--- src/rtl/xaui_ctrl_pkg.sv ---
`default_nettype none
// ============================================================================
// Module   : xaui_ctrl_pkg
// Purpose  : Shared constants, state encodings and helpers for xaui_link_ctrl
// Revision : 1.0
// ============================================================================
package xaui_ctrl_pkg;

    localparam int unsigned NUM_LANES     = 4;
    localparam int unsigned CV_WIDTH      = 2 * NUM_LANES;
    localparam int unsigned TIMER_W       = 16;
    localparam int unsigned STABLE_W      = 5;

    localparam int unsigned ALIGN_STABLE  = 4;
    localparam int unsigned CHSYNC_STABLE = 16;

    localparam logic [TIMER_W-1:0]  TIMER_ONE  = TIMER_W'(1);
    localparam logic [STABLE_W-1:0] STABLE_ONE = STABLE_W'(1);

    localparam logic [2:0] ST_RESET_HOLD = 3'd0;
    localparam logic [2:0] ST_WAIT_LOCK  = 3'd1;
    localparam logic [2:0] ST_ALIGN      = 3'd2;
    localparam logic [2:0] ST_CHAN_SYNC  = 3'd3;
    localparam logic [2:0] ST_LINK_UP    = 3'd4;
    localparam logic [2:0] ST_BACKOFF    = 3'd5;

    localparam int unsigned STAT_LINK_UP  = 7;
    localparam int unsigned STAT_FAULT    = 6;
    localparam int unsigned STAT_STATE_HI = 5;
    localparam int unsigned STAT_STATE_LO = 3;
    localparam int unsigned STAT_RXLOCK   = 2;
    localparam int unsigned STAT_SYNCOK   = 1;
    localparam int unsigned STAT_ERR_FLAG = 0;

    function automatic logic [7:0] sat_inc8(input logic [7:0] v);
        return (v == 8'hFF) ? v : v + 8'd1;
    endfunction

endpackage
`default_nettype wire

--- src/rtl/xaui_link_ctrl_if.sv ---
`default_nettype none
// ============================================================================
// Module   : xaui_link_ctrl_if
// Purpose  : MGT quad control/status pins between sequencer and XAUI PHY
// Revision : 1.0
// ============================================================================
interface xaui_link_ctrl_if;
    import xaui_ctrl_pkg::*;

    logic [NUM_LANES-1:0] mgt_rxlock;
    logic [NUM_LANES-1:0] mgt_syncok;
    logic [CV_WIDTH-1:0]  mgt_code_valid;
    logic [NUM_LANES-1:0] mgt_rxbufferr;
    logic [NUM_LANES-1:0] mgt_rx_reset;
    logic [NUM_LANES-1:0] mgt_tx_reset;
    logic [NUM_LANES-1:0] mgt_enable_align;
    logic                 mgt_en_chan_sync;
    logic                 mgt_powerdown;

    // Sequencer side
    modport master (
        input  mgt_rxlock, mgt_syncok, mgt_code_valid, mgt_rxbufferr,
        output mgt_rx_reset, mgt_tx_reset, mgt_enable_align,
               mgt_en_chan_sync, mgt_powerdown
    );

    // PHY side
    modport slave (
        output mgt_rxlock, mgt_syncok, mgt_code_valid, mgt_rxbufferr,
        input  mgt_rx_reset, mgt_tx_reset, mgt_enable_align,
               mgt_en_chan_sync, mgt_powerdown
    );
endinterface
`default_nettype wire

--- src/rtl/xaui_err_monitor.sv ---
`default_nettype none
// ============================================================================
// Module   : xaui_err_monitor
// Purpose  : Windowed 8b/10b code-error counter with threshold detect
// Revision : 1.0
// ============================================================================
module xaui_err_monitor
    import xaui_ctrl_pkg::*;
#(
    parameter int unsigned ERR_WINDOW = 1024,
    parameter int unsigned ERR_THRESH = 8
) (
    input  wire logic                mgt_clk,
    input  wire logic                reset_n,
    input  wire logic                enable,
    input  wire logic [CV_WIDTH-1:0] code_valid,
    output logic                     err_hit
);

    localparam logic [TIMER_W-1:0] WIN_LAST    = TIMER_W'(ERR_WINDOW - 1);
    localparam logic [TIMER_W-1:0] THRESH_LAST = TIMER_W'(ERR_THRESH - 1);

    logic [TIMER_W-1:0] win_q, win_d;
    logic [TIMER_W-1:0] cnt_q, cnt_d;
    logic               w_bad;

    assign w_bad = ~&code_valid;

    // Hit fires on the error cycle that brings the count to the threshold.
    assign err_hit = enable && w_bad && (cnt_q == THRESH_LAST);

    always_comb begin
        win_d = '0;
        cnt_d = '0;
        if (enable) begin
            if (win_q != WIN_LAST) begin
                win_d = win_q + TIMER_ONE;
                cnt_d = w_bad ? cnt_q + TIMER_ONE : cnt_q;
            end
        end
    end

    always_ff @(posedge mgt_clk or negedge reset_n) begin
        if (!reset_n) begin
            win_q <= '0;
            cnt_q <= '0;
        end else begin
            win_q <= win_d;
            cnt_q <= cnt_d;
        end
    end

endmodule
`default_nettype wire

--- src/rtl/xaui_link_ctrl.sv ---
`default_nettype none
// ============================================================================
// Module   : xaui_link_ctrl
// Purpose  : XAUI MGT quad bring-up sequencer with link supervision and retry
// Revision : 1.0
// ============================================================================
module xaui_link_ctrl
    import xaui_ctrl_pkg::*;
#(
    parameter int unsigned RESET_CYCLES   = 64,
    parameter int unsigned LOCK_TIMEOUT   = 16'hFFFF,
    parameter int unsigned SYNC_TIMEOUT   = 16'hFFFF,
    parameter int unsigned ERR_WINDOW     = 1024,
    parameter int unsigned ERR_THRESH     = 8,
    parameter int unsigned BACKOFF_CYCLES = 256
) (
    input  wire logic         mgt_clk,
    input  wire logic         reset_n,
    input  wire logic         xaui_reset,
    xaui_link_ctrl_if.master  mgt,
    output logic              link_up,
    output logic [7:0]        retry_count,
    output logic [7:0]        xaui_status
);

    localparam logic [TIMER_W-1:0]  RESET_LAST   = TIMER_W'(RESET_CYCLES - 1);
    localparam logic [TIMER_W-1:0]  LOCK_LAST    = TIMER_W'(LOCK_TIMEOUT - 1);
    localparam logic [TIMER_W-1:0]  SYNC_LAST    = TIMER_W'(SYNC_TIMEOUT - 1);
    localparam logic [TIMER_W-1:0]  BACKOFF_LAST = TIMER_W'(BACKOFF_CYCLES - 1);
    localparam logic [STABLE_W-1:0] ALIGN_LAST   = STABLE_W'(ALIGN_STABLE - 1);
    localparam logic [STABLE_W-1:0] CHSYNC_LAST  = STABLE_W'(CHSYNC_STABLE - 1);

    logic [2:0]           state_q, state_d;
    logic [TIMER_W-1:0]   timer_q, timer_d;
    logic [STABLE_W-1:0]  stable_q, stable_d;
    logic [7:0]           retry_q, retry_d;
    logic                 fault_q, fault_d;
    logic                 err_flag_q, err_flag_d;
    logic [NUM_LANES-1:0] rx_reset_q, rx_reset_d;
    logic [NUM_LANES-1:0] tx_reset_q, tx_reset_d;
    logic [NUM_LANES-1:0] align_q, align_d;
    logic                 chsync_q, chsync_d;
    logic                 link_up_q, link_up_d;
    logic [7:0]           status_q, status_d;

    logic w_all_lock, w_all_sync, w_buf_err, w_mon_en, w_err_hit;

    assign w_all_lock = &mgt.mgt_rxlock;
    assign w_all_sync = &mgt.mgt_syncok;
    assign w_buf_err  = |mgt.mgt_rxbufferr;
    assign w_mon_en   = (state_q == ST_LINK_UP);

    xaui_err_monitor #(
        .ERR_WINDOW (ERR_WINDOW),
        .ERR_THRESH (ERR_THRESH)
    ) u_err_monitor (
        .mgt_clk    (mgt_clk),
        .reset_n    (reset_n),
        .enable     (w_mon_en),
        .code_valid (mgt.mgt_code_valid),
        .err_hit    (w_err_hit)
    );

    always_comb begin
        state_d    = state_q;
        timer_d    = timer_q + TIMER_ONE;
        stable_d   = stable_q;
        retry_d    = retry_q;
        fault_d    = fault_q;
        err_flag_d = err_flag_q;

        if (xaui_reset) begin
            state_d  = ST_RESET_HOLD;
            timer_d  = '0;
            stable_d = '0;
        end else begin
            case (state_q)
                ST_RESET_HOLD: begin
                    if (timer_q == RESET_LAST) state_d = ST_WAIT_LOCK;
                end
                ST_WAIT_LOCK: begin
                    if (timer_q == LOCK_LAST) state_d = ST_BACKOFF;
                    else if (w_all_lock)      state_d = ST_ALIGN;
                end
                ST_ALIGN: begin
                    if (timer_q == SYNC_LAST) begin
                        state_d = ST_BACKOFF;
                    end else if (w_all_sync) begin
                        if (stable_q == ALIGN_LAST) state_d = ST_CHAN_SYNC;
                        else                        stable_d = stable_q + STABLE_ONE;
                    end else begin
                        stable_d = '0;
                    end
                end
                ST_CHAN_SYNC: begin
                    if (timer_q == SYNC_LAST) begin
                        state_d = ST_BACKOFF;
                    end else if (w_all_sync && !w_buf_err) begin
                        if (stable_q == CHSYNC_LAST) state_d = ST_LINK_UP;
                        else                         stable_d = stable_q + STABLE_ONE;
                    end else begin
                        stable_d = '0;
                    end
                end
                ST_LINK_UP: begin
                    if (!w_all_lock || !w_all_sync || w_buf_err || w_err_hit)
                        state_d = ST_BACKOFF;
                    if (w_err_hit) err_flag_d = 1'b1;
                end
                ST_BACKOFF: begin
                    if (timer_q == BACKOFF_LAST) state_d = ST_RESET_HOLD;
                end
                default: state_d = ST_RESET_HOLD;
            endcase

            // The sync timeout spans ALIGN and CHAN_SYNC, so that hop keeps the timer.
            if (state_d != state_q) begin
                stable_d = '0;
                if (!(state_q == ST_ALIGN && state_d == ST_CHAN_SYNC)) timer_d = '0;
            end
        end

        if (state_d != state_q) begin
            if (state_d == ST_BACKOFF) begin
                fault_d = 1'b1;
                retry_d = sat_inc8(retry_q);
            end
            if (state_d == ST_LINK_UP)    fault_d    = 1'b0;
            if (state_d == ST_RESET_HOLD) err_flag_d = 1'b0;
        end
    end

    // Pin drive follows the next state so outputs change on the same edge as the state.
    always_comb begin
        rx_reset_d = '0;
        tx_reset_d = '0;
        align_d    = '0;
        chsync_d   = 1'b0;
        link_up_d  = 1'b0;
        case (state_d)
            ST_WAIT_LOCK: rx_reset_d = '1;
            ST_ALIGN:     align_d    = '1;
            ST_CHAN_SYNC: begin
                align_d  = '1;
                chsync_d = 1'b1;
            end
            ST_LINK_UP: begin
                align_d   = '1;
                chsync_d  = 1'b1;
                link_up_d = 1'b1;
            end
            default: begin
                rx_reset_d = '1;
                tx_reset_d = '1;
            end
        endcase

        status_d                              = '0;
        status_d[STAT_LINK_UP]                = link_up_q;
        status_d[STAT_FAULT]                  = fault_q;
        status_d[STAT_STATE_HI:STAT_STATE_LO] = state_q;
        status_d[STAT_RXLOCK]                 = w_all_lock;
        status_d[STAT_SYNCOK]                 = w_all_sync;
        status_d[STAT_ERR_FLAG]               = err_flag_q;
    end

    always_ff @(posedge mgt_clk or negedge reset_n) begin
        if (!reset_n) begin
            state_q    <= ST_RESET_HOLD;
            timer_q    <= '0;
            stable_q   <= '0;
            retry_q    <= '0;
            fault_q    <= 1'b0;
            err_flag_q <= 1'b0;
            rx_reset_q <= '1;
            tx_reset_q <= '1;
            align_q    <= '0;
            chsync_q   <= 1'b0;
            link_up_q  <= 1'b0;
            status_q   <= '0;
        end else begin
            state_q    <= state_d;
            timer_q    <= timer_d;
            stable_q   <= stable_d;
            retry_q    <= retry_d;
            fault_q    <= fault_d;
            err_flag_q <= err_flag_d;
            rx_reset_q <= rx_reset_d;
            tx_reset_q <= tx_reset_d;
            align_q    <= align_d;
            chsync_q   <= chsync_d;
            link_up_q  <= link_up_d;
            status_q   <= status_d;
        end
    end

    assign mgt.mgt_rx_reset     = rx_reset_q;
    assign mgt.mgt_tx_reset     = tx_reset_q;
    assign mgt.mgt_enable_align = align_q;
    assign mgt.mgt_en_chan_sync = chsync_q;
    assign mgt.mgt_powerdown    = 1'b0;
    assign link_up              = link_up_q;
    assign retry_count          = retry_q;
    assign xaui_status          = status_q;

endmodule
`default_nettype wire
--- src/flat_wrapper.sv ---
// flat-port wrapper written by rule: the top's interface ports become plain ports
module xaui_link_ctrl_flat import xaui_ctrl_pkg::*;
#(
    parameter int unsigned RESET_CYCLES   = 64,
    parameter int unsigned LOCK_TIMEOUT   = 16'hFFFF,
    parameter int unsigned SYNC_TIMEOUT   = 16'hFFFF,
    parameter int unsigned ERR_WINDOW     = 1024,
    parameter int unsigned ERR_THRESH     = 8,
    parameter int unsigned BACKOFF_CYCLES = 256
)
  (mgt_clk, reset_n, xaui_reset, link_up, retry_count, xaui_status, mgt_mgt_rxlock, mgt_mgt_syncok, mgt_mgt_code_valid, mgt_mgt_rxbufferr, mgt_mgt_rx_reset, mgt_mgt_tx_reset, mgt_mgt_enable_align, mgt_mgt_en_chan_sync, mgt_mgt_powerdown);
  xaui_link_ctrl_if mgt_i ();
  input  wire logic mgt_clk;
  input  wire logic reset_n;
  input  wire logic xaui_reset;
  output logic link_up;
  output logic [7:0] retry_count;
  output logic [7:0] xaui_status;
  input wire logic [$bits(mgt_i.mgt_rxlock)-1:0] mgt_mgt_rxlock;
  input wire logic [$bits(mgt_i.mgt_syncok)-1:0] mgt_mgt_syncok;
  input wire logic [$bits(mgt_i.mgt_code_valid)-1:0] mgt_mgt_code_valid;
  input wire logic [$bits(mgt_i.mgt_rxbufferr)-1:0] mgt_mgt_rxbufferr;
  output wire logic [$bits(mgt_i.mgt_rx_reset)-1:0] mgt_mgt_rx_reset;
  output wire logic [$bits(mgt_i.mgt_tx_reset)-1:0] mgt_mgt_tx_reset;
  output wire logic [$bits(mgt_i.mgt_enable_align)-1:0] mgt_mgt_enable_align;
  output wire logic [$bits(mgt_i.mgt_en_chan_sync)-1:0] mgt_mgt_en_chan_sync;
  output wire logic [$bits(mgt_i.mgt_powerdown)-1:0] mgt_mgt_powerdown;
  assign mgt_i.mgt_rxlock = mgt_mgt_rxlock;
  assign mgt_i.mgt_syncok = mgt_mgt_syncok;
  assign mgt_i.mgt_code_valid = mgt_mgt_code_valid;
  assign mgt_i.mgt_rxbufferr = mgt_mgt_rxbufferr;
  assign mgt_mgt_rx_reset = mgt_i.mgt_rx_reset;
  assign mgt_mgt_tx_reset = mgt_i.mgt_tx_reset;
  assign mgt_mgt_enable_align = mgt_i.mgt_enable_align;
  assign mgt_mgt_en_chan_sync = mgt_i.mgt_en_chan_sync;
  assign mgt_mgt_powerdown = mgt_i.mgt_powerdown;
  xaui_link_ctrl #(.RESET_CYCLES(RESET_CYCLES), .LOCK_TIMEOUT(LOCK_TIMEOUT), .SYNC_TIMEOUT(SYNC_TIMEOUT), .ERR_WINDOW(ERR_WINDOW), .ERR_THRESH(ERR_THRESH), .BACKOFF_CYCLES(BACKOFF_CYCLES)) u_core (.mgt_clk(mgt_clk), .reset_n(reset_n), .xaui_reset(xaui_reset), .mgt(mgt_i), .link_up(link_up), .retry_count(retry_count), .xaui_status(xaui_status));
endmodule
--- config.mk ---
export PLATFORM = sky130hd
export DESIGN_NAME = xaui_link_ctrl_flat
export DESIGN_NICKNAME = d
export VERILOG_FILES = /design/src/rtl/xaui_ctrl_pkg.sv /design/src/rtl/xaui_link_ctrl_if.sv /design/src/rtl/xaui_err_monitor.sv /design/src/rtl/xaui_link_ctrl.sv /design/src/flat_wrapper.sv
export SDC_FILE = /design/constraint.sdc
export NUM_CORES = 1
export LEC_CHECK = 0
export CAP_MARGIN = 20
export CORE_UTILIZATION = 40
export DETAILED_ROUTE_END_ITERATION = 10
export PLACE_DENSITY = 0.59
export REMOVE_ABC_BUFFERS = 1
export SKIP_LAST_GASP = 1
export SLEW_MARGIN = 0
export SYNTH_ARGS = -nofsm -noshare
export SYNTH_HDL_FRONTEND = slang
export SYNTH_SLANG_ARGS = --single-unit
--- constraint.sdc ---
create_clock -name mgt_clk -period 6.98 [get_ports mgt_clk]
set_input_delay 0.698 -clock mgt_clk [delete_from_list [all_inputs] [get_ports mgt_clk]]
set_output_delay 0.698 -clock mgt_clk [all_outputs]
set_load 0.1 [all_outputs]
### Word-level counts from Yosys, hierarchy flattened

Cells that the tools add are included.

| storage, ports and cells | value |
|---|---|
| output and inout bits | 31 |
| register bits | 88 |
| input bits | 23 |
| logic and storage cells | 114 |

| operators by class | value |
|---|---|
| reductions and logical operators | 25 |
| multiplexer cells | 43 |
| equality and inequality tests | 26 |
| bitwise operators | 1 |
| $add $sub $neg | 5 |

Operators with widths:

| cell | number |
|---|---|
| 16-bit 2-to-1 mux | 8 |
| 16-bit by 1-bit adder with 16-bit output, second input constant | 3 |
| 5-bit 2-to-1 mux | 8 |
| 3-bit 2-to-1 mux | 13 |
| 3-bit case mux with 6 select lines | 1 |
| 16-bit equality test, second input constant | 1 |
| 16-bit by 3-bit equality test with 1-bit output, second input constant | 1 |
| 16-bit by 6-bit equality test with 1-bit output, second input constant | 1 |
| 16-bit by 8-bit equality test with 1-bit output, second input constant | 1 |
| 16-bit by 10-bit != test with 1-bit output, second input constant | 1 |
| 3-bit by 2-bit equality test with 1-bit output, second input constant | 5 |
| 3-bit equality test, second input constant | 4 |
| 4-bit 2-to-1 mux | 3 |
| 5-bit != test, second input constant | 2 |
| 5-bit case mux with 2 select lines | 1 |
| 1-bit 2-to-1 mux | 9 |
| 8-bit by 1-bit adder with 8-bit output, second input constant | 1 |
| 8-bit equality test, second input constant | 1 |
| 4-bit != test, second input constant | 2 |
| 4-bit AND reduction | 2 |
| 8-bit AND reduction | 1 |
| 4-bit OR reduction | 2 |
| 3-bit by 1-bit equality test with 1-bit output, second input constant | 2 |
| 3-bit logical NOT | 2 |
| other kinds (16) | 25 |

### Depth between registers and ports, before layout

Gate-level depths: netlist of the first run.

| logic depth | value |
|---|---|
| word-level depth | 13 |
| depth in mapped cells | 10 |
| gate-level depth less buffers | 9 |

### Modules after synthesis

Synthesis of the first run repeated with hierarchy kept, for this count alone.

| unflattened totals | value |
|---|---|
| cell total of the unflattened synthesis | 401 |
| area total of the unflattened synthesis | 4181.5 µm² |

By module, submodules not included:

| module | cells each | area each (µm²) | instances | seq. area each (µm²) |
|---|---|---|---|---|
| xaui_link_ctrl | 233 | 2496.1 | 1 | 1178.6 |
| xaui_err_monitor | 168 | 1685.4 | 1 | 800.8 |

### Least setup slack after synthesis of the first run

No wires, ideal clock.

| timing | value |
|---|---|
| path type | in2reg |
| from | in mgt_mgt_rxbufferr[1] |
| to | reg u_core.timer_q[10] |
| stages on the path | 8 |
| setup slack | 4.114 ns |
| buffers on the path | 1 |
| data required time | 6.861 ns |
| library setup time | 0.119 ns |
| arrival | 2.748 ns |
| cell sequence | nor4_1 > o2bb2ai_1 > o221ai_1 > or4_1 > o211a_1 > a211oi_4 > buf_6 > nor2_1 |

| on the way | value |
|---|---|
| word-level cells in the longest chain between the ends | 12 |
| elaborated cells between the ends (all ways) | 16 |
| classes of those cells | eq/ne: 2; mux: 8; reduce/logical: 6 |

Ends and longest elaborated chain:

| item | RTL line | text |
|---|---|---|
| start: declaration | flat_wrapper.sv:22 | `input wire logic [$bits(mgt_i.mgt_rxbufferr)-1:0] mgt_mgt_rxbufferr;` |
| 4-bit OR reduction (*) | xaui_link_ctrl.sv:50 | `assign w_buf_err = \|mgt.mgt_rxbufferr;` |
| 1-bit logical NOT | xaui_link_ctrl.sv:98 | `end else if (w_all_sync && !w_buf_err) begin` |
| 1-bit logical AND | xaui_link_ctrl.sv:98 |  |
| 3-bit 2-to-1 mux | xaui_link_ctrl.sv:98 |  |
| 3-bit 2-to-1 mux | xaui_link_ctrl.sv:96 | `if (timer_q == SYNC_LAST) begin` |
| 3-bit case mux with 6 select lines (*) | xaui_link_ctrl.sv:77 | `case (state_q)` |
| 3-bit 2-to-1 mux (*) | xaui_link_ctrl.sv:72 | `if (xaui_reset) begin` |
| 3-bit by 2-bit equality test with 1-bit output | xaui_link_ctrl.sv:119 | `if (!(state_q == ST_ALIGN && state_d == ST_CHAN_SYNC)) timer_d = '0;` |
| 1-bit logical AND | xaui_link_ctrl.sv:119 |  |
| 16-bit 2-to-1 mux | xaui_link_ctrl.sv:119 |  |
| 16-bit 2-to-1 mux (*) | xaui_link_ctrl.sv:117 | `if (state_d != state_q) begin` |
| 16-bit 2-to-1 mux (*) | xaui_link_ctrl.sv:72 |  |
| named net u_core.timer_d[10] | xaui_link_ctrl.sv:34 | `logic [TIMER_W-1:0] timer_q, timer_d;` |
| end signal: assignment | xaui_link_ctrl.sv:183 | `timer_q <= timer_d;` |
| end: declaration | xaui_link_ctrl.sv:34 |  |

Mark *: on every way through the listed nets, which the timed path passes. The rest lies on a longest branch. The select of a mux whose other input is x is not followed.
A chain may end at the register's enable or synchronous reset.

### Worst setup path in the final report of the first run

| timing | value |
|---|---|
| from | in mgt_mgt_rxbufferr[1] |
| to | reg u_core.timer_q[14] |

The elaborated chain is that of the path after synthesis.

==> impl_metrics.tcl, run 1 <==
set metrics [dict create \
    dp_hpwl_um 5700 \
    required_ps 7180 \
    hold_viol 0 \
    cts_buffer_depth 2 \
    coreArea_sq_um 9730 \
    portBuffers 52 \
    cts-root-buf "clkbuf_8" \
    cts.htree.levels 3 \
    r2r_slack_ps 3870 \
    final_cell_mix "dfrtp_1, nor2_1, clkdlybuf4s50_1, xor2_1, nand3_1" \
    die_x_um 102 \
    cts_tree "built" \
    setup_ws_ps 3630 \
    clk_pin_slew_ps 80 \
    first_pass_iters 4 \
    grt_start_max_net_pins 80 \
    io_pins 54 \
    yosysWarnings 0 \
    status "finished, final reports clean" \
    initial_core_util 0.410 \
    relSlewSlack 0.317 \
    reg2reg_depth 8 \
    slew_viol_final 0 \
    crit_buf_inv 1 \
    ctsHoldBuffers 0 \
    first_iter_violations 141 \
    ys_types 50 \
    area_delta_synth_final_pct 19.6 \
    cp-end-kind "flip-flop" \
    cts_made_buffers 9 \
    path_class "in -> reg" \
    grt_pass1_vias 2925 \
    dieArea_sq_um 10400 \
    drv_cap 0 \
    setup_viol 0 \
    clkSinkCount 79 \
    r2r-end "u_core.timer_q[14]" \
    rsz0062_at_grt "no" \
    yosysTopAreaCellShare 0.484 \
    vdd_drop_max_mv 0.0909 \
    timing.critical_path.cells "clkdlybuf4s50_1, nor4_1, o2bb2ai_1, o221ai_1, or4_1, o211a_1, a211oi_4, nor2_1" \
    postLayoutCoreUtil 0.490 \
    antenna_left 0 \
    cp_slowest_cell "a211oi_4" \
    dp_worst_setup_slack_ps 3260 \
    fin_crit_sh 0.481 \
    worst_slew_pin_slew_ps 1020 \
    synth_area_sq_um 3990 \
    clock_latency_ps 340 \
    ys_top_cells_by_area "dfrtp_1, nor2_1, xor2_1" \
    cts_resized 0 \
    critPathTopFamily "simple AND/OR/NAND/NOR gates" \
    synth-main-ff-cell "dfrtp_1" \
    grt-ovfl-total 0 \
    crit_path_start_kind "input port" \
    track_usage 0.170 \
    yosysSeqAreaShare 0.497 \
    dieHeight_um 102 \
    finalWirelength_um 8150 \
    worstPathArrival_ps 3550 \
    period_minus_slack_ps 3350 \
    p_leak_nw 1.95 \
    crit_path_max_fanout 16 \
    powerDensity_nw_per_um2 180 \
    avgSynthCellArea_sq_um 9.60 \
    num_rows 36 \
    route.detailed.drc 0 \
    antenna_found_initial 0 \
    async_reset_ff_frac 1.00 \
    synth-edff-count 0 \
    drt-wirelength-per-cell_um 13.6 \
    drive_gt1_frac 0.0667 \
    diodes 0 \
    nets 490 \
    cpPeakStageDelay_ps 650 \
    fin_skew_ps 11.5 \
    final_common_cell "dfrtp_1" \
    tns_ps 0 \
    fmax_mhz 298 \
    syn_inst 415 \
    via_per_inst 5.14 \
    power_mw 0.858 \
    r2r-start "u_core.timer_q[0]" \
    gp_congestion 0.851 \
    vias 3072 \
    synth_top_area_cell "dfrtp_1" \
    ys_seq_elements 79 \
    grt_pass1_wl_um 13700 \
    post_cts_buffers 0 \
    worstSetupPathDepth 8 \
    hold_path.class "in -> async" \
]
==> routing by layer <==
layer  track usage  share of wire  wire [um]
met5             0              0          0
met4        0.0495         0.0093         76
met3        0.0479          0.038        311
met2         0.270           0.48       3900
met1         0.228           0.47       3850
==> stage by stage <==
step / instance area (sq um) / hold slack, ps / instances
2_1_floorplan: 3860 / 354 / 394
3_3_place_gp: 4550 / 361 / 580
3_5_place_dp: 4550 / 363 / 580
4_1_cts: 4720 / 383 / 596
5_1_grt: 4760 / 322 / 598
6_report: 4760 / 309 / 598
==> Yosys cell counts (7+ instances only) <==
| cell | number |
|---|---|
| dfrtp_1 | 77 |
| inv_1 | 17 |
| xor2_1 | 27 |
| xnor2_1 | 21 |
| nand4_1 | 18 |
| buf_4 | 10 |
| nor4_1 | 8 |
| nand2_1 | 20 |
| o21ai_0 | 9 |
| and3_1 | 11 |
| nor3_1 | 16 |
| ha_1 | 7 |
| a21oi_1 | 14 |
| clkbuf_1 | 10 |
| nand3_1 | 26 |
| nor2_1 | 71 |
==> cell type report <==
type                    instances  area, sq um
well taps                     133          166
inverters                      17         63.8
repair buffers                 55          573
clock buffers                  10          128
multi-input cells             298         1820
fillers                       944         4960
flip-flops and latches         79         1980
clock inverters                 6         36.3
==> flip-flops by register name, summed over array words and instances (netlist names) <==
signal,flops
u_core.fault_q,1
u_core.xaui_status,8
u_core.stable_q,5
u_core.mgt.mgt_tx_reset,1
u_core.u_err_monitor.cnt_q,16
u_core.timer_q,16
u_core.u_err_monitor.win_q,16
u_core.retry_count,8
u_core.mgt.mgt_en_chan_sync,1
u_core.link_up,1
u_core.err_flag_q,1
u_core.mgt.mgt_enable_align,1
u_core.mgt.mgt_rx_reset,1
u_core.state_q,3
==> worst max-delay path by stage <==
stage | to | start | slack (ps)
floorplan | mgt_mgt_enable_align[0] | u_core.mgt.mgt_enable_align[2] | 3610
global placement | u_core.timer_q[9] | mgt_mgt_rxbufferr[1] | 3350
detailed placement | u_core.timer_q[2] | mgt_mgt_rxbufferr[0] | 3260
CTS | u_core.timer_q[14] | mgt_mgt_rxbufferr[0] | 3640
global route | u_core.timer_q[5] | mgt_mgt_rxbufferr[0] | 3450
finish | u_core.timer_q[14] | mgt_mgt_rxbufferr[1] | 3630
==> power by group <==
part | internal, mW | switching [mW] | leakage (nW) | total [mW]
clock | 0.128 | 0.164 | 0.0862 | 0.292
combinational | 0.0277 | 0.0647 | 0.792 | 0.0924
sequential | 0.466 | 0.00781 | 1.07 | 0.474
==> cell families after synthesis <==
kind of cell | count (synthesis) | share of synthesized area
buf+inv | 38 | 0.0471
fa+ha+maj | 7 | 0.0220
flops | 79 | 0.497
xor+xnor | 48 | 0.105
compound gates | 42 | 0.0716
mux | 4 | 0.0107
other cells | 1 | 0.000941
simple gates | 196 | 0.246
Note: power is estimated with default switching activity, not from simulation.
==> run 2, diff against run 1 <==
--- a/config.mk
+++ b/config.mk
@@ -8,7 +8,7 @@
 export CAP_MARGIN = 20
 export CORE_UTILIZATION = 40
 export DETAILED_ROUTE_END_ITERATION = 10
-export PLACE_DENSITY = 0.59
+export PLACE_DENSITY = 0.62
 export REMOVE_ABC_BUFFERS = 1
 export SKIP_LAST_GASP = 1
 export SLEW_MARGIN = 0
==> constraint.sdc (replaced) <==
create_clock -name mgt_clk -period 2.7 [get_ports mgt_clk]
set_input_delay 0.27 -clock mgt_clk [delete_from_list [all_inputs] [get_ports mgt_clk]]
set_output_delay 0.27 -clock mgt_clk [all_outputs]
set_load 0.1 [all_outputs]
==> run 2 against run 1 <==
Final area grew 6.4%; first-iteration DRC count fell by 19%; clock skew is 7.3 ps lower; critical path type is now reg -> reg; largest cell class unchanged.
==> impl_metrics.tcl, run 2 (synthesis results as in run 1) <==
set metrics [dict create \
    clk_pin_slew_ps 80 \
    num_rows 36 \
    finalWirelength_um 8380 \
    multi_input_area_sq_um 1840 \
    crit_path_max_fanout 8 \
    final_common_cell "dfrtp_1" \
    grt_pass1_vias 2956 \
    cts_buffer_depth 2 \
    vias 3202 \
    pwr-share-clk 0.390 \
    p_switching_mw 0.622 \
    clock_latency_ps 350 \
    gp_congestion 0.839 \
    setup_viol 0 \
    antenna_left 0 \
    dieArea_sq_um 10400 \
    fin_skew_ps 4.22 \
    cell_internal_pwr_mw 1.81 \
    antenna_found_initial 0 \
    dp_worst_setup_slack_ps -55.5 \
    crit_path_start_kind "flip-flop" \
    critPathTopFamily "simple AND/OR/NAND/NOR gates" \
    cts-root-buf "clkbuf_8" \
    p_leak_nw 2.21 \
    relSlewSlack 0.600 \
    area_delta_synth_final_pct 27.2 \
    cpPeakStageDelay_ps 540 \
    powerDensity_nw_per_um2 479 \
    grt-ovfl-total 0 \
    slew_viol_final 0 \
    grt_start_max_net_pins 80 \
    via_per_inst 5.05 \
    power_mw 2.43 \
    initial_core_util 0.410 \
    grt_pass1_wl_um 13900 \
    coreArea_sq_um 9730 \
    regArea_sq_um 1980 \
    diodes 0 \
    worstPathArrival_ps 2870 \
    final_cell_mix "dfrtp_1, nor2_1, buf_4, xor2_1, nand3_1" \
    cts_made_buffers 9 \
    first_iter_violations 114 \
    io_pins 54 \
    cp-end-kind "flip-flop" \
    route.detailed.drc 0 \
    power_frac_seq 0.504 \
    instances_no_fill 634 \
    combPwrFrac 0.106 \
    cts.htree.levels 3 \
    dp_cells 612 \
    drt-wirelength-per-cell_um 13.2 \
    power_switching_share 0.256 \
    drive_gt1_frac 0.202 \
    fmax_mhz 381 \
    first_pass_iters 5 \
    rsz0062_at_grt "no" \
    fin_crit_sh 0.972 \
    worst_slew_pin_slew_ps 593 \
    nFillCells 905 \
    hold_path.class "in -> async" \
    hold_viol 0 \
    crit_buf_inv 2 \
    path_class "reg -> reg" \
    setup_ws_ps 74.4 \
    period_minus_slack_ps 2630 \
    portBuffers 52 \
    drv_cap 0 \
    dp_hpwl_um 5800 \
    dieHeight_um 102 \
    required_ps 2940 \
    reg_top3 "u_core.timer_q (16), u_core.u_err_monitor.cnt_q (16), u_core.u_err_monitor.win_q (16)" \
    timing.critical_path.cells "or4_4, or4_4, a32o_2, o211a_1, a211oi_4, buf_6, buf_16, nor2_1" \
    final_area_sq_um 5070 \
    cpMostUsedCell "or4_4" \
    nets 526 \
    clkSinkCount 79 \
    cp_slowest_cell "or4_4" \
    status "finished, final reports clean" \
    place_area_sq_um 4740 \
    die_x_um 102 \
    cts_tree "built" \
    track_usage 0.173 \
    vdd_drop_max_mv 0.247 \
]
==> run 2: changes by cell type in the layout (fill, tap and decap cells not counted), sizes merged <==
cell           delta
clkdlybuf4s50    -30
dlygate4sd3       +1
clkinvlp          +1
bufinv            +2
buf              +65
inv               -1
clkinv            -2
==> run 2: final cells by class <==
class / count / area share
Sequential cell: 79 / 0.391
Multi-Input combinational cell: 298 / 0.363
Timing Repair Buffer: 91 / 0.159
Tap cell: 133 / 0.0328
Clock buffer: 10 / 0.0252
Clock inverter: 6 / 0.0168
Inverter: 17 / 0.0126
==> run 2: what timing repair did <==
action                                 in CTS  in global routing
gates cloned                                1                  0
setup endpoints to repair                  16                 32
gates resized for setup                     2                  7
endpoints found under the hold margin       0                  8
hold buffers                                0                  1
buffers inserted                            1                  2
pin swaps                                   1                  2
==> run 2: metrics by stage <==
step	hold slack (ps)	util	setup TNS [ps]
5_1_grt	284	0.521	0
6_report	291	0.521	0
2_1_floorplan	-25.6	-	-1190
3_5_place_dp	376	0.488	-1140
3_3_place_gp	381	0.488	-1040
4_1_cts	120	0.513	0
==> run 2: final timing paths <==
| path | end | depth (start not counted) | start | slack (ps) |
|---|---|---|---|---|
| setup / recovery | u_core.timer_q[9] | 8 | u_core.timer_q[12] | 70 |
| hold / removal | u_core.u_err_monitor.win_q[10] | 2 | reset_n | 290 |
| setup reg to reg | u_core.timer_q[9] | 8 | u_core.timer_q[12] | 70 |
| hold reg to reg | u_core.xaui_status[7] | 0 | u_core.link_up | 390 |
| max in group asynchronous | u_core.mgt.mgt_tx_reset[2] | 3 | reset_n | 1800 |
| min in group mgt_clk | u_core.xaui_status[7] | 0 | u_core.link_up | 390 |
==> run 2: layer usage <==
layer  GRT usage  vias up  wire (um)
met1       0.238     1530       3990
met5           0        -          0
met4      0.0505        0        100
li1            -     1592          -
met2       0.266       72       3950
met3      0.0479        8        348
==> run 2: power by group through the flow <==
| stage | clock, mW | sequential (mW) | combinational, mW |
|---|---|---|---|
| after global routing | 1.03 | 1.23 | 0.276 |
| after CTS | 0.986 | 1.23 | 0.248 |
| after floorplan | 0 | 1.35 | 0.0402 |
| after detailed placement | 0 | 1.25 | 0.241 |
| final | 0.948 | 1.22 | 0.257 |
| after global placement | 0 | 1.25 | 0.240 |
==> run 3, diff against run 2 <==
--- a/config.mk
+++ b/config.mk
@@ -10,7 +10,6 @@
 export DETAILED_ROUTE_END_ITERATION = 10
 export PLACE_DENSITY = 0.62
 export REMOVE_ABC_BUFFERS = 1
-export SKIP_LAST_GASP = 1
 export SLEW_MARGIN = 0
 export SYNTH_ARGS = -nofsm -noshare
 export SYNTH_HDL_FRONTEND = slang
==> constraint.sdc (replaced) <==
create_clock -name mgt_clk -period 2.4 [get_ports mgt_clk]
set_input_delay 0.24 -clock mgt_clk [delete_from_list [all_inputs] [get_ports mgt_clk]]
set_output_delay 0.24 -clock mgt_clk [all_outputs]
set_load 0.1 [all_outputs]
==> run 3 against run 2 <==
The run now ends with negative setup slack left; non-clock buffer count increased by 24; critical path depth increased by 1; first-iteration DRC count decreased by 47%; flip-flop and latch count unchanged; global-route usage increased by 1.2 points; sequential share of layout area decreased by 1.9 points; routed wire length increased by 4.9%; clock-buffer cell count increased by 3; via count increased by 1.5%; worst hold slack improved by 100 ps.
==> impl_metrics.tcl, run 3 (synthesis results as in run 1) <==
set metrics [dict create \
    status "finished, violations left" \
    violations "negative setup slack" \
    antenna_left 0 \
    crit_buf_inv 3 \
    gp_congestion 0.923 \
    cp-end-kind "flip-flop" \
    postLayoutCoreUtil 0.547 \
    fmax_mhz 380 \
    grt_pass1_wl_um 14800 \
    place_area_sq_um 4920 \
    cts.htree.levels 3 \
    vdd_drop_max_mv 0.376 \
    slew_viol_final 0 \
    grt_use_met3 0.0540 \
    final_area_sq_um 5320 \
    worstSetupPathDepth 9 \
    worst_slew_pin_slew_ps 571 \
    timing.critical_path.cells "or4_4, or4_4, a32o_2, buf_4, nor2_4, a211oi_4, buf_6, buf_12, nor2_1" \
    nets 550 \
    io_pins 54 \
    clock_latency_ps 350 \
    first_iter_violations 60 \
    tns_ps -6420 \
    fin_skew_ps 6.24 \
    powerDensity_nw_per_um2 507 \
    setup_ws_ps -234 \
    dp_cells 636 \
    path_class "reg -> reg" \
    hold_path_depth 0 \
    via_per_inst 4.94 \
    reg2reg_depth 9 \
    reg_top3 "u_core.timer_q (16), u_core.u_err_monitor.cnt_q (16), u_core.u_err_monitor.win_q (16)" \
    area_delta_synth_final_pct 33.6 \
    dp_hpwl_um 6180 \
    route.detailed.drc 0 \
    crit_path_start_kind "flip-flop" \
    finalWirelength_um 8790 \
    first_pass_iters 4 \
    setup_viol 35 \
    relSlewSlack 0.615 \
    grt_pass1_vias 3144 \
    cts_buffer_depth 2 \
    fin_crit_sh 1.10 \
    vias 3249 \
    grt-ovfl-total 0 \
    cts_tree "built" \
    instances_no_fill 658 \
    dp_worst_setup_slack_ps -409 \
    drt-wirelength-per-cell_um 13.4 \
    worstPathArrival_ps 2920 \
    grtUsageMet2 0.301 \
    num_rows 36 \
    cts-root-buf "clkbuf_8" \
    clk_pin_slew_ps 80 \
    cts_made_buffers 9 \
    cpPeakStageDelay_ps 540 \
    clkSinkCount 79 \
    diodes 0 \
    track_usage 0.184 \
    critPathTopFamily "simple AND/OR/NAND/NOR gates" \
    portBuffers 52 \
    grt_start_max_net_pins 44 \
    hold_path.class "reg -> reg" \
    rsz0062_at_grt "yes" \
    p_leak_nw 2.35 \
    dieArea_sq_um 10400 \
    final_cell_mix "buf_4, dfrtp_1, nor2_1, xor2_1, nand3_1" \
    cpMostUsedCell "or4_4" \
    final_common_cell "buf_4" \
    die_x_um 102 \
    antenna_found_initial 0 \
    drive_gt1_frac 0.272 \
    crit_path_max_fanout 8 \
    nFillCells 897 \
    cp_slowest_cell "or4_4" \
    use_met1 0.241 \
    required_ps 2690 \
    holdWs_ps 393 \
    drv_cap 0 \
    period_minus_slack_ps 2630 \
    dieHeight_um 102 \
    coreArea_sq_um 9730 \
    initial_core_util 0.410 \
    power_mw 2.70 \
    hold_viol 0 \
    grt-busiest-layer "met2" \
]
[run 3: changes by cell type in the layout (fill, tap and decap cells not counted), moves of 3 or more]
cell	before	now
nor2_2	0	7
nor2_4	1	5
nor2_1	71	60
buf_4	64	88
clkbuf_8	9	12
[run 3: layer usage]
layer  routed length [um]  up-vias
met1                 4170     1551
met2                 4150       59
li1                     -     1628
met3                  351       11
met5                    0        -
met4                  120        0
[run 3: final cells by class]
cell class,instances,area [sq um],area share
Timing Repair Buffer,115,971,0.182
Tap cell,133,166,0.0313
Clock inverter,3,40.0,0.00752
Multi-Input combinational cell,298,1930,0.363
Inverter,17,63.8,0.0120
Sequential cell,79,1980,0.372
Clock buffer,13,169,0.0317
[run 3: path summary, 6_finish.rpt]
kind                                         start                             to  slack [ps]
worst max-delay path            u_core.timer_q[12]              u_core.timer_q[7]        -230
worst min-delay path                u_core.link_up          u_core.xaui_status[7]         390
worst max register to register  u_core.timer_q[12]              u_core.timer_q[7]        -230
worst min register to register      u_core.link_up          u_core.xaui_status[7]         390
max in group asynchronous                  reset_n     u_core.mgt.mgt_tx_reset[2]        1300
min in group asynchronous                  reset_n  u_core.u_err_monitor.win_q[5]         440
[run 3: power breakdown]
part | total [mW] | switching [mW] | internal (mW)
sequential | 1.38 | 0.0198 | 1.36
combinational | 0.296 | 0.200 | 0.0956
clock | 1.03 | 0.466 | 0.563
total | 2.70 | 0.686 | 2.01
[run 3: repair_timing]
action | CTS | global route
hold buffers | 1 | 0
hold endpoints to repair | 42 | 0
resized for setup | 13 | 21
pin swaps | 14 | 7
gates cloned | 1 | 0
endpoints found under the setup margin | 37 | 37
setup buffers | 2 | 2
